### src/rtl/rr_port_allocator.sv
// rr_port_allocator: round-robin output-port allocator for a 5-port router.
// Grants are combinational from req_i and registered state; downstream
// buffer space is tracked with a credit counter that starts at DEPTH.
// Optional wormhole packet lock is enabled by defining RR_ALLOC_PKT_LOCK_EN;
// without it every flit is arbitrated independently and tail_i is ignored.
module rr_port_allocator #(
  parameter int DEPTH = 4,
  parameter int NREQ  = 5
) (
  input  logic                         clk,
  input  logic                         rst,
  input  logic [NREQ-1:0]              req_i,
  input  logic [NREQ-1:0]              tail_i,
  input  logic                         credit_i,
  output logic [NREQ-1:0]              grant_o,
  output logic [2:0]                   sel_o,
  output logic                         send_en_o,
  output logic [$clog2(DEPTH+1)-1:0]   credit_cnt_o,
  output logic                         locked_o,
  output logic                         err_o
);

  localparam int             CW      = $clog2(DEPTH+1);
  localparam logic [CW-1:0]  DEPTH_C = CW'(DEPTH);
  localparam logic [CW-1:0]  ZERO_C  = {CW{1'b0}};
  localparam logic [CW-1:0]  ONE_C   = {{(CW-1){1'b0}}, 1'b1};

  // Index of the requester after k, wrapping 4 -> 0.
  function automatic logic [2:0] next_idx(input logic [2:0] k);
    if (k >= 3'd4) begin
      next_idx = 3'd0;
    end else begin
      next_idx = k + 3'd1;
    end
  endfunction

`ifdef RR_ALLOC_PKT_LOCK_EN
  typedef enum logic {ST_IDLE = 1'b0, ST_LOCK = 1'b1} state_t;
  state_t      state_q, state_d;
  logic [2:0]  owner_q, owner_d;
`else
  logic        unused_tail_s;
  assign unused_tail_s = ^tail_i;
`endif

  logic [2:0]    ptr_q, ptr_d;
  logic [CW-1:0] credit_q, credit_d;
  logic          err_q, err_d;

  logic          scan_hit_s;
  logic [2:0]    scan_win_s;
  logic [3:0]    scan_sum_s;
  logic          hit_s;
  logic [2:0]    win_s;
  logic [NREQ-1:0] grant_s;

  // Round-robin scan: first asserted request at or after ptr, with wrap.
  always_comb begin
    scan_hit_s = 1'b0;
    scan_win_s = 3'b111;
    scan_sum_s = 4'd0;
    for (int i = 0; i < NREQ; i++) begin
      scan_sum_s = {1'b0, ptr_q} + 4'(i);
      if (scan_sum_s >= 4'd5) begin
        scan_sum_s = scan_sum_s - 4'd5;
      end else begin
        scan_sum_s = scan_sum_s;
      end
      if (!scan_hit_s && req_i[scan_sum_s[2:0]]) begin
        scan_hit_s = 1'b1;
        scan_win_s = scan_sum_s[2:0];
      end else begin
        scan_hit_s = scan_hit_s;
      end
    end
  end

  // Winner selection: no grant in reset or without credit; owner only when locked.
  always_comb begin
    hit_s   = 1'b0;
    win_s   = 3'b111;
    grant_s = {NREQ{1'b0}};
    if (rst && (credit_q != ZERO_C)) begin
`ifdef RR_ALLOC_PKT_LOCK_EN
      if (state_q == ST_LOCK) begin
        if (req_i[owner_q]) begin
          hit_s = 1'b1;
          win_s = owner_q;
        end else begin
          hit_s = 1'b0;
        end
      end else begin
        hit_s = scan_hit_s;
        win_s = scan_win_s;
      end
`else
      hit_s = scan_hit_s;
      win_s = scan_win_s;
`endif
    end else begin
      hit_s = 1'b0;
    end
    if (hit_s) begin
      grant_s[win_s] = 1'b1;
    end else begin
      grant_s = {NREQ{1'b0}};
    end
  end

  // Next-state: credit accounting, sticky overflow, pointer and lock FSM.
  always_comb begin
    ptr_d    = ptr_q;
    credit_d = credit_q;
    err_d    = err_q;
`ifdef RR_ALLOC_PKT_LOCK_EN
    state_d  = state_q;
    owner_d  = owner_q;
`endif
    case ({hit_s, credit_i})
      2'b10: credit_d = credit_q - ONE_C;
      2'b01: begin
        if (credit_q == DEPTH_C) begin
          err_d = 1'b1;
        end else begin
          credit_d = credit_q + ONE_C;
        end
      end
      default: credit_d = credit_q;
    endcase

    if (hit_s) begin
`ifdef RR_ALLOC_PKT_LOCK_EN
      if (state_q == ST_IDLE) begin
        if (tail_i[win_s]) begin
          ptr_d = next_idx(win_s);
        end else begin
          state_d = ST_LOCK;
          owner_d = win_s;
        end
      end else begin
        if (tail_i[owner_q]) begin
          state_d = ST_IDLE;
          ptr_d   = next_idx(owner_q);
        end else begin
          state_d = ST_LOCK;
        end
      end
`else
      ptr_d = next_idx(win_s);
`endif
    end else begin
      ptr_d = ptr_q;
    end
  end

  // State registers; reset abandons any lock and restarts arbitration at 0.
  always_ff @(posedge clk or negedge rst) begin
    if (!rst) begin
      ptr_q    <= 3'd0;
      credit_q <= DEPTH_C;
      err_q    <= 1'b0;
`ifdef RR_ALLOC_PKT_LOCK_EN
      state_q  <= ST_IDLE;
      owner_q  <= 3'd0;
`endif
    end else begin
      ptr_q    <= ptr_d;
      credit_q <= credit_d;
      err_q    <= err_d;
`ifdef RR_ALLOC_PKT_LOCK_EN
      state_q  <= state_d;
      owner_q  <= owner_d;
`endif
    end
  end

  assign grant_o      = grant_s;
  assign sel_o        = win_s;
  assign send_en_o    = |grant_s;
  assign credit_cnt_o = credit_q;
  assign err_o        = err_q;
`ifdef RR_ALLOC_PKT_LOCK_EN
  assign locked_o     = (state_q == ST_LOCK);
`else
  assign locked_o     = 1'b0;
`endif

endmodule

### config.mk
export PLATFORM = sky130hd
export DESIGN_NAME = rr_port_allocator
export DESIGN_NICKNAME = d
export VERILOG_FILES = /design/src/rtl/rr_port_allocator.sv
export SDC_FILE = /design/constraint.sdc
export NUM_CORES = 1
export LEC_CHECK = 0
export BUFFER_PORTS_ARGS = -buffer_cell sky130_fd_sc_hd__buf_2
export CAP_MARGIN = 40
export CORE_MARGIN = 2
export CORE_UTILIZATION = 50
export DETAILED_ROUTE_END_ITERATION = 16
export PLACE_DENSITY_LB_ADDON = 0.12
export SYNTH_ARGS = -nofsm -noshare
export SYNTH_HDL_FRONTEND = slang
export SYNTH_SLANG_ARGS = --single-unit
### constraint.sdc
create_clock -name clk -period 4.4 [get_ports clk]
set_input_delay 0.88 -clock clk [delete_from_list [all_inputs] [get_ports clk]]
set_output_delay 0.88 -clock clk [all_outputs]
set_load 0.01 [all_outputs]
==> summary.txt, run 1 <==
Drt
  – Number of iterations in the first detailed-routing pass: 4
  – Post-route DRC: 0
  – Via total after detailed routing: 1706
  – Wire length per cell: roughly 17 um
  – DRC violation total after the first TritonRoute iteration: 141
  – Final WL: roughly 4700 um
  – Antenna viol nets, final: 0
  – Average via count per standard cell: ~6.2

Floorplan
  – Die ar.: 0.00376 mm^2
  – Die H: 61.3 um
  – I/O pin count: 27
  – Placeable Area: 0.00308 mm^2
  – Initial Utilization: between 50% and 60%
  – Site Rows: 20
  – Horiz. Die Dim: 61.3 um

Power and ir drop
  – IR Drop Worst-Case VDD: roughly 0.6 mV
  – Final Total Pwr: slightly below 2 mW
  – Cell leakage power: 0.839 nW
  – Power density over the cells: 988 mW/mm^2

Place
  – Number of port buffers: 20
  – Detailed-placement wirelength estimate: 3520 um
  – Routability Congestion: 1.02

Logic synthesis
  – Post-synth cell types: approximately 60
  – Post-synthesis instance area: approximately 0.0016 mm^2
  – Most used flip-flop cell after synthesis: sky130_fd_sc_hd__dfrtp_1
  – Register area share after synthesis: a little over a tenth
  – Net count after synthesis: 227
  – Gate count after technology mapping: between 200 and 250
  – Synthesis warning total: 0
  – Post-synth ARST share: between 90% and 100%
  – Number of enable-type register cells in the synthesized netlist: 0
  – Avg Synthesized Cell Area: 8.09 um^2
  – #FFs+latches synth: 7

Clocking
  – Clk_lat worst skew: roughly 0.26 ns
  – Clk root buf: sky130_fd_sc_hd__clkbuf_4
  – Reg clk slew, reported paths: roughly 0.060 ns
  – Num CTS Buffers: 3
  – Htree depth: 1
  – Clock sinks: 7
  – TritonCTS clock tree: done
  – Max Buffers Root-to-Sink: 2

Global route
  – Total congestion overflow after global routing: 0
  – Initial antenna violation count: 0
  – Number of global-route vias before repair: between 1500 and 2000
  – Global-route wire length before repair: between 7000 and 8000 um
  – Largest net degree at the start of global routing: 31
  – Global-route usage over all layers: 27.4%

Critical path
  – Critical path startpoint category: flop
  – Critical R2R Launch: ptr_q[1]
  – CP required: between 3 and 4 ns
  – Crit path DAT: about 3.4 ns
  – Capture instance of the worst register-to-register path: credit_cnt_o[2]
  – Critical Setup Path Class: flop to output pin
  – Setup crit end kind: output pin
  – Register-to-register setup slack: a little over 0.6 ns
  – Number of cell instances on the worst register-to-register path: 16
  – Biggest fanout along the worst timing path: 7

Finish
  – Top library cells by usage in the layout, fill and taps aside: sky130_fd_sc_hd__buf_2 (20), sky130_fd_sc_hd__mux2i_1 (15), sky130_fd_sc_hd__buf_4 (14), sky130_fd_sc_hd__inv_1 (11)
  – Ratio of cells with drive above 1 in the final layout: between 30% and 40%
  – Fillers: a little under 300
  – Leading cell type in the layout, fill and taps excluded: sky130_fd_sc_hd__buf_2
  – P&R area growth vs syn: 20.0%
  – Multi-input gate area: 0.00144 mm^2
  – Number of nets in the layout: 254
  – Number of diodes added for antenna fixing: 0
  – Area of all sequential standard cells: 178 um^2

Timing
  – Worst slew margin: 56.9%
  – Final sum of negative setup slack: 0 ns
  – Worst setup skew after layout: ~0.012 ns
  – Total of endpoints with negative setup slack in the final report: 0
  – Final number of max-transition violations: 0
  – Final hold vios: 0
  – Min Tclk post-route: about 4.3 ns
  – RSZ-0062 raised after global routing: yes
  – Worst hold margin: ~0.46 ns
  – Maximum frequency from static timing analysis: 0.233 GHz
  – Slew at the pin with the worst max-slew slack: approximately 0.64 ns
  – Period utilization: between 90% and 100%

Status
  – Status: complete, no violations

Worst hold path
  – Min-Delay Path Class: primary input to asynchronous set/reset pin

Flow run
  – Max Cap Viol: 0
## critical path: stages, from the launching register on
cell                         delay, ns
sky130_fd_sc_hd__dfrtp_2          0.44
sky130_fd_sc_hd__clkinvlp_4       0.21
sky130_fd_sc_hd__ha_4             0.22
sky130_fd_sc_hd__and3b_1          0.22
sky130_fd_sc_hd__o41ai_4          0.49
sky130_fd_sc_hd__nor2_2           0.12
sky130_fd_sc_hd__mux2i_4          0.25
sky130_fd_sc_hd__nor3_4           0.30
sky130_fd_sc_hd__o211ai_1         0.13
sky130_fd_sc_hd__a221o_1          0.43
sky130_fd_sc_hd__nor3_1           0.19
sky130_fd_sc_hd__buf_2            0.15
## how the worst max path moves through the flow
stage                     slack, ns  cells after the start    endpoint     start
after floorplan                0.13                     13  grant_o[0]  ptr_q[0]
after global placement         0.14                     11  grant_o[2]  ptr_q[1]
after detailed placement      -0.06                     11  grant_o[2]  ptr_q[1]
after CTS                      0.02                     14  grant_o[2]  ptr_q[0]
after global routing          -0.06                     11  grant_o[0]  ptr_q[1]
final                          0.11                     11  grant_o[0]  ptr_q[1]
## logic make-up after synthesis
kind of cell | synth area share, %
compound gates | 33.5
simple gates | 22.7
mux | 12.0
buf+inv | 7.70
other cells | 0.228
xor+xnor | 3.73
fa+ha+maj | 9.30
flops | 10.7
## where the power goes
part	switching (mW)	internal, mW
Clock	0.0242	0.0346
Combinational	0.947	0.786
Sequential	0.0512	0.101
## final cells by class
cell class              instances  area share [%]
multi-input cells             169            73.0
flip-flops and latches          7            9.02
clock buffers                   4            1.33
well taps                      44            2.80
repair buffers                 35            11.0
inverters                      14            2.86
## synthesized netlist by cell type, types with 2 or more instances
cell type | count | share of area (%)
sky130_fd_sc_hd__or2_2 | 2 | 0.76
sky130_fd_sc_hd__o2111ai_1 | 2 | 1.1
sky130_fd_sc_hd__a21o_1 | 4 | 1.8
sky130_fd_sc_hd__inv_2 | 2 | 0.46
sky130_fd_sc_hd__ha_1 | 9 | 6.9
sky130_fd_sc_hd__a211oi_1 | 3 | 1.4
sky130_fd_sc_hd__nor4_1 | 2 | 0.76
sky130_fd_sc_hd__a21oi_1 | 12 | 3.7
sky130_fd_sc_hd__a22oi_1 | 4 | 1.8
sky130_fd_sc_hd__o41ai_2 | 2 | 2.0
sky130_fd_sc_hd__nand2_1 | 9 | 2.1
sky130_fd_sc_hd__or3_1 | 4 | 1.5
sky130_fd_sc_hd__mux2i_1 | 15 | 9.1
sky130_fd_sc_hd__inv_1 | 12 | 2.7
sky130_fd_sc_hd__a221o_1 | 3 | 1.8
sky130_fd_sc_hd__nor3b_2 | 2 | 1.5
sky130_fd_sc_hd__clkbuf_1 | 4 | 0.91
sky130_fd_sc_hd__nor2_1 | 11 | 2.5
sky130_fd_sc_hd__o211ai_1 | 3 | 1.4
sky130_fd_sc_hd__nor3_1 | 4 | 1.2
sky130_fd_sc_hd__o22ai_1 | 6 | 2.3
sky130_fd_sc_hd__buf_4 | 3 | 1.4
sky130_fd_sc_hd__fa_1 | 2 | 2.4
sky130_fd_sc_hd__o311ai_0 | 2 | 1.1
sky130_fd_sc_hd__mux2_2 | 2 | 1.4
sky130_fd_sc_hd__nand2b_1 | 9 | 3.4
sky130_fd_sc_hd__nor3b_1 | 2 | 0.91
sky130_fd_sc_hd__a211o_1 | 4 | 2.1
sky130_fd_sc_hd__and3_1 | 6 | 2.3
sky130_fd_sc_hd__o21ai_0 | 2 | 0.61
sky130_fd_sc_hd__dfrtp_1 | 6 | 9.1
sky130_fd_sc_hd__o31ai_1 | 4 | 1.8
sky130_fd_sc_hd__a31oi_1 | 2 | 0.76
sky130_fd_sc_hd__buf_2 | 5 | 1.5
sky130_fd_sc_hd__xnor2_1 | 7 | 3.7
sky130_fd_sc_hd__nor2b_1 | 5 | 1.9
sky130_fd_sc_hd__a22o_1 | 3 | 1.6
## metrics by stage
step	utilization [%]	instances	instance area, um^2	setup slack [ns]
floorplan	-	203	1640	0.131
global placement	58.2	263	1790	0.141
detailed placement	58.2	263	1790	-0.0642
CTS	60.5	268	1860	0.0167
global route	64.0	273	1970	-0.0577
finish	64.0	273	1970	0.108
## flip-flops by register name, indices dropped and copies added (netlist names)
register and count:
ptr_q 3, err_o 1, credit_cnt_o 3
## metal layers
layer | up-vias | global-route usage, % | part of all wire [%]
li1 | 833 | - | -
met4 | 0 | 11.2 | 2.0
met5 | - | 0 | 0
met2 | 51 | 48.8 | 52
met3 | 9 | 2.94 | 3.4
met1 | 813 | 33.5 | 43
## timing repair
item                       4_1_cts  5_1_grt
pin swaps                        2        6
buffers inserted                 1        5
gates resized for setup          7       15
hold buffers                     0        0
setup endpoints to repair        8        8
No activity file was read; power rests on OpenSTA's default activity.
==> run 2, diff against run 1 <==
- CELL_PAD_IN_SITES_DETAIL_PLACEMENT: default -> 1
- CELL_PAD_IN_SITES_GLOBAL_PLACEMENT: default -> 1
- CORE_MARGIN: 2 -> 4
- CORE_UTILIZATION: 50 -> 42
- SETUP_SLACK_MARGIN: default -> 0.3
==> summary.txt, run 2 (synthesis gave the netlist of run 1 again) <==
Status
  – Status: finished, violations left
  – Violations in the final reports: setup timing

Global route
  – Global routing's busiest layer: met2
  – Met1 usage in global routing: 31.5% (-2.0 points)
  – Initial antenna violation count: 0 (unchanged)
  – Global-route wire length before repair: 9530 um (+23%)
  – Largest net degree at the start of global routing: 31 (unchanged)
  – Total congestion overflow after global routing: 0 (unchanged)
  – Global-route met3 utilization: 1.87% (-1.1 points)
  – GR Layer Usage met2: 39.7% (-9.1 points)
  – Global-route usage over all layers: 23.6% (-3.8 points)
  – Number of global-route vias before repair: 1864 (+12%)

Timing
  – Min setup slack post-route: -0.00232 ns (-0.110 ns)
  – Worst slew margin: 50.0% (-7.0 points)
  – Final sum of negative setup slack: -0.00232 ns (-0.00232 ns)
  – Final number of max-transition violations: 0 (unchanged)
  – Final hold vios: 0 (unchanged)
  – Slew at the pin with the worst max-slew slack: 0.744 ns (+0.103 ns)
  – Period utilization: 100% (+2.5 points)
  – Worst setup skew after layout: 0.00345 ns (-0.00880 ns)
  – Min Tclk post-route: 4.40 ns (+0.110 ns)
  – Total of endpoints with negative setup slack in the final report: 1 (+1)
  – RSZ-0062 raised after global routing: yes
  – Maximum frequency from static timing analysis: 0.227 GHz (-2.5%)

Finish
  – P&R area growth vs syn: 34.8%
  – Top library cells by usage in the layout, fill and taps aside: sky130_fd_sc_hd__buf_4 (22), sky130_fd_sc_hd__buf_2 (17), sky130_fd_sc_hd__mux2i_1 (14)
  – Leading cell type in the layout, fill and taps excluded: sky130_fd_sc_hd__buf_4
  – Ratio of cells with drive above 1 in the final layout: 39.7% (+9.2 points)
  – Number of nets in the layout: 264 (+3.9%)
  – Number of diodes added for antenna fixing: 0 (unchanged)

Floorplan
  – Placeable Area: 0.00372 mm^2 (+21%)
  – Die H: 70.5 um (+15%)
  – Horiz. Die Dim: 70.5 um (+15%)
  – I/O pin count: 27 (unchanged)
  – Initial Utilization: 44.2% (-9.2 points)
  – Site Rows: 22 (+10%)
  – Die ar.: 0.00497 mm^2 (+32%)

Drt
  – Number of iterations in the first detailed-routing pass: 4 (unchanged)
  – Via total after detailed routing: 1832 (+7.4%)
  – Final WL: 6120 um (+31%)
  – DRC violation total after the first TritonRoute iteration: 103 (-27%)
  – Antenna viol nets, final: 0 (unchanged)
  – Average via count per standard cell: 6.38 (+2.1%)
  – Post-route DRC: 0 (unchanged)
  – Wire length per cell: 21.3 um (+25%)

Critical path
  – CP required: 3.52 ns (about the same)
  – Setup crit end kind: output pin
  – Critical path startpoint category: flop
  – Critical Setup Path Class: flop to output pin
  – Crit path DAT: 3.52 ns (+0.11 ns)
  – Biggest fanout along the worst timing path: 6 (-1)

Place
  – Detailed-placement wirelength estimate: 4130 um (+17%)
  – Routability Congestion: 0.950 (-7.3%)
  – Pre-CTS WS: 0.0972 ns (+0.161 ns)
  – Number of port buffers: 20 (unchanged)

Clocking
  – Max Buffers Root-to-Sink: 2 (unchanged)
  – Reg clk slew, reported paths: 0.04 ns (-0.02 ns)
  – Clk root buf: sky130_fd_sc_hd__clkbuf_8
  – TritonCTS clock tree: done
  – Num CTS Buffers: 3 (unchanged)
  – Htree depth: 1 (unchanged)
  – Clk_lat worst skew: 0.23 ns (-0.03 ns)
  – Clock sinks: 7 (unchanged)

Worst hold path
  – Min-Delay Path Class: flop to flop

Flow run
  – Max Cap Viol: 0 (unchanged)
## run 2: changes by cell type in the layout (fill, tap and decap cells not counted), moves of 2 or more
cell,delta
sky130_fd_sc_hd__clkbuf_8,+3
sky130_fd_sc_hd__buf_4,+8
sky130_fd_sc_hd__ha_1,-3
sky130_fd_sc_hd__buf_6,+4
sky130_fd_sc_hd__nor3b_4,+2
sky130_fd_sc_hd__buf_2,-3
sky130_fd_sc_hd__clkbuf_4,-3
sky130_fd_sc_hd__ha_4,+2
## run 2: metrics by stage
| stage | hold WS, ns | instance area, um^2 | util (%) | std cells |
|---|---|---|---|---|
| 6_report | 0.469 | 2210 | 59.5 | 287 |
| 5_1_grt | 0.503 | 2210 | 59.5 | 287 |
| 3_3_place_gp | 0.457 | 1820 | 48.9 | 267 |
| 3_5_place_dp | 0.469 | 1820 | 48.9 | 267 |
| 2_1_floorplan | 0.503 | 1660 | - | 203 |
| 4_1_cts | 0.477 | 2110 | 56.7 | 282 |
## run 2: timing repair
item	4_1_cts	5_1_grt
setup buffers	11	5
gates resized for setup	36	11
pin swaps	13	9
setup endpoints to repair	9	10
hold buffers	0	0
## run 2: worst paths after layout
path	from	end	slack [ns]	cells after the start
max in group asynchronous	rst	credit_cnt_o[2]	3.65	1
worst min-delay path	err_o	err_o	0.47	1
min in group asynchronous	rst	ptr_q[0]	0.50	1
worst max-delay path	ptr_q[0]	grant_o[1]	-0.002	14
worst max register to register	ptr_q[0]	ptr_q[1]	0.64	15
worst min register to register	err_o	err_o	0.47	1
## run 2: routing by layer
| layer | vias to the layer above | wire length (um) | share of wire, % |
|---|---|---|---|
| li1 | 851 | - | - |
| met5 | - | 0 | 0 |
| met4 | 0 | 219 | 3.6 |
| met1 | 895 | 2610 | 43 |
| met2 | 65 | 2970 | 49 |
| met3 | 21 | 313 | 5.1 |
## run 2: layout make-up
class	instances	area [um^2]
inverter	14	55.1
multi-input combinational	169	1550
timing repair buffer	45	322
tap	48	60.1
clock buffer	4	45.0
fill	446	1500
sequential	7	178
## run 2: worst max-delay path, stage by stage (launching register included)
cell                       delay, ns
sky130_fd_sc_hd__dfrtp_1        0.41
sky130_fd_sc_hd__inv_4          0.08
sky130_fd_sc_hd__ha_4           0.12
sky130_fd_sc_hd__inv_2          0.03
sky130_fd_sc_hd__fa_2           0.41
sky130_fd_sc_hd__a21o_4         0.23
sky130_fd_sc_hd__buf_4          0.16
sky130_fd_sc_hd__mux2i_4        0.19
sky130_fd_sc_hd__mux2_2         0.36
sky130_fd_sc_hd__a31oi_2        0.17
sky130_fd_sc_hd__a211oi_2       0.09
sky130_fd_sc_hd__a311oi_1       0.35
sky130_fd_sc_hd__a211o_2        0.30
sky130_fd_sc_hd__nor3b_4        0.21
sky130_fd_sc_hd__buf_2          0.16
Power of run 2 is left out: the tool's default activity adds up to more than one toggle a clock period on the data nets, which glitch-free logic cannot reach.
==> run 3, diff against run 2 <==
- CORE_UTILIZATION: 42 -> 44
- CTS_BUF_LIST: default -> sky130_fd_sc_hd__clkbuf_4 sky130_fd_sc_hd__clkbuf_8
==> summary.txt, run 3 (synthesis gave the netlist of run 1 again) <==
Timing
  – Final hold vios: 0 (unchanged)
  – Final number of max-transition violations: 0 (unchanged)
  – RSZ-0062 raised after global routing: yes
  – Period utilization: 99.5% (-0.57 points)
  – Maximum frequency from static timing analysis: 0.228 GHz (+0.57%)
  – Total of endpoints with negative setup slack in the final report: 0 (-1)
  – Worst slew margin: 59.8% (+9.9 points)
  – Final sum of negative setup slack: 0 ns (+0.00232 ns)
  – Min Tclk post-route: 4.38 ns (-0.0250 ns)
  – Worst setup skew after layout: 0.000709 ns (-0.00274 ns)
  – Slew at the pin with the worst max-slew slack: 0.598 ns (-0.147 ns)

Critical path
  – Setup crit end kind: output pin
  – CP required: 3.52 ns (about the same)
  – Critical path startpoint category: flop
  – Biggest fanout along the worst timing path: 6 (unchanged)
  – Worst path bufs/invs: 3 (-1)
  – Crit path DAT: 3.50 ns (-0.02 ns)
  – Worst path cell trace: inv_4 -> ha_4 -> inv_2 -> fa_2 -> a21o_4 -> or3_1 -> o2111a_1 -> a21o_1 -> nor3_4 -> o211ai_1 -> a221o_2 -> nor3b_4 -> buf_2
  – Largest stage delay on the critical path: 0.48 ns (+0.07 ns)
  – Critical Setup Path Class: flop to output pin
  – Family with the most delay on the worst path: compound AO/OA/AOI/OAI gates
  – Cell with the largest stage delay on the worst path: sky130_fd_sc_hd__a221o_2

Finish
  – Number of diodes added for antenna fixing: 0 (unchanged)
  – Top library cells by usage in the layout, fill and taps aside: sky130_fd_sc_hd__buf_4 (30), sky130_fd_sc_hd__buf_2 (19), sky130_fd_sc_hd__mux2i_1 (14), sky130_fd_sc_hd__nor2_1 (11)
  – P&R area growth vs syn: 31.8%
  – Post-route cell area: 0.00216 mm^2 (-2.2%)
  – Fillers: 437 (-2.0%)
  – Number of cells in the finished layout apart from fillers: 291 (+1.4%)
  – Number of nets in the layout: 270 (+2.3%)
  – Leading cell type in the layout, fill and taps excluded: sky130_fd_sc_hd__buf_4
  – Ratio of cells with drive above 1 in the final layout: 38.8% (-0.97 points)

Clocking
  – Reg clk slew, reported paths: 0.04 ns (about the same)
  – Clk_lat worst skew: 0.23 ns (about the same)
  – TritonCTS clock tree: done
  – Clock sinks: 7 (unchanged)
  – Htree depth: 1 (unchanged)
  – Total of hold buffers inserted after clock tree synthesis: 0 (unchanged)
  – Clk root buf: sky130_fd_sc_hd__clkbuf_8
  – Max Buffers Root-to-Sink: 2 (unchanged)
  – Num CTS Buffers: 3 (unchanged)

Drt
  – Final WL: 6200 um (+1.3%)
  – Wire length per cell: 21.3 um (about the same)
  – Via total after detailed routing: 1884 (+2.8%)
  – DRC violation total after the first TritonRoute iteration: 149 (+45%)
  – Post-route DRC: 0 (unchanged)
  – Average via count per standard cell: 6.47 (+1.4%)
  – Number of iterations in the first detailed-routing pass: 5 (+1)
  – Antenna viol nets, final: 0 (unchanged)

Global route
  – Global-route usage over all layers: 24.4% (+0.81 points)
  – GR Layer Usage met2: 44.8% (+5.1 points)
  – Met1 usage in global routing: 29.6% (-1.9 points)
  – Largest net degree at the start of global routing: 31 (unchanged)
  – Number of global-route vias before repair: 1967 (+5.5%)
  – Global-route met3 utilization: 1.60% (-0.27 points)
  – Total congestion overflow after global routing: 0 (unchanged)
  – Global routing's busiest layer: met2
  – Global-route wire length before repair: 9740 um (+2.2%)
  – Initial antenna violation count: 0 (unchanged)

Flow run
  – Max Cap Viol: 0 (unchanged)

Place
  – Detailed-placement wirelength estimate: 4040 um (-2.0%)
  – # placed instances: 267 (unchanged)
  – Routability Congestion: 0.926 (-2.5%)
  – Number of port buffers: 20 (unchanged)
  – Placed Area: 0.00183 mm^2 (+0.69%)

Floorplan
  – Die H: 69.1 um (-2.0%)
  – Horiz. Die Dim: 69.1 um (-2.0%)
  – Die ar.: 0.00477 mm^2 (-4.0%)
  – Site Rows: 21 (-4.5%)
  – Initial Utilization: 47.3% (+3.2 points)
  – I/O pin count: 27 (unchanged)
  – Placeable Area: 0.00347 mm^2 (-6.7%)

Status
  – Status: complete, no violations

Worst hold path
  – Min-Delay Path Class: primary input to asynchronous set/reset pin
[run 3: area by class of cell]
class | count | area (um^2) | share of cell area, %
clock buffers | 4 | 48.8 | 2.26
inverters | 14 | 55.1 | 2.54
multi-input cells | 169 | 1480 | 68.5
flip-flops and latches | 7 | 178 | 8.21
well taps | 46 | 57.6 | 2.66
repair buffers | 51 | 343 | 15.8
[run 3: path summary, 6_finish.rpt]
check,startpoint,endpoint,slack (ns),cells past startpoint
worst min register to register,err_o,err_o,0.51,1
min in group clk,err_o,err_o,0.51,1
worst max register to register,ptr_q[0],credit_cnt_o[2],0.49,17
worst min-delay path,rst,err_o,0.50,1
max in group asynchronous,rst,credit_cnt_o[2],3.65,1
worst max-delay path,ptr_q[0],grant_o[1],0.02,13
[run 3: per-layer routing]
metal  routed length (um)  vias up
met5                    0        -
met4                  178        0
met3                  271       15
met2                 3140       71
met1                 2610      934
li1                     -      864
[run 3: per-stage QoR]
step	worst slack (ns)	hold slack, ns	utilization (%)
4_1_cts	0.118	0.462	59.5
2_1_floorplan	0.307	0.503	-
6_report	0.0226	0.500	62.4
5_1_grt	-0.0980	0.499	62.4
3_3_place_gp	0.230	0.444	52.7
3_5_place_dp	0.110	0.453	52.7
[run 3: what timing repair did]
item | in CTS | in global routing
pin swaps | 11 | 9
gates resized for setup | 20 | 11
endpoints found under the hold margin | 0 | 0
endpoints found under the setup margin | 9 | 10
buffers inserted | 13 | 7
Power of run 3 is left out for the same reason.
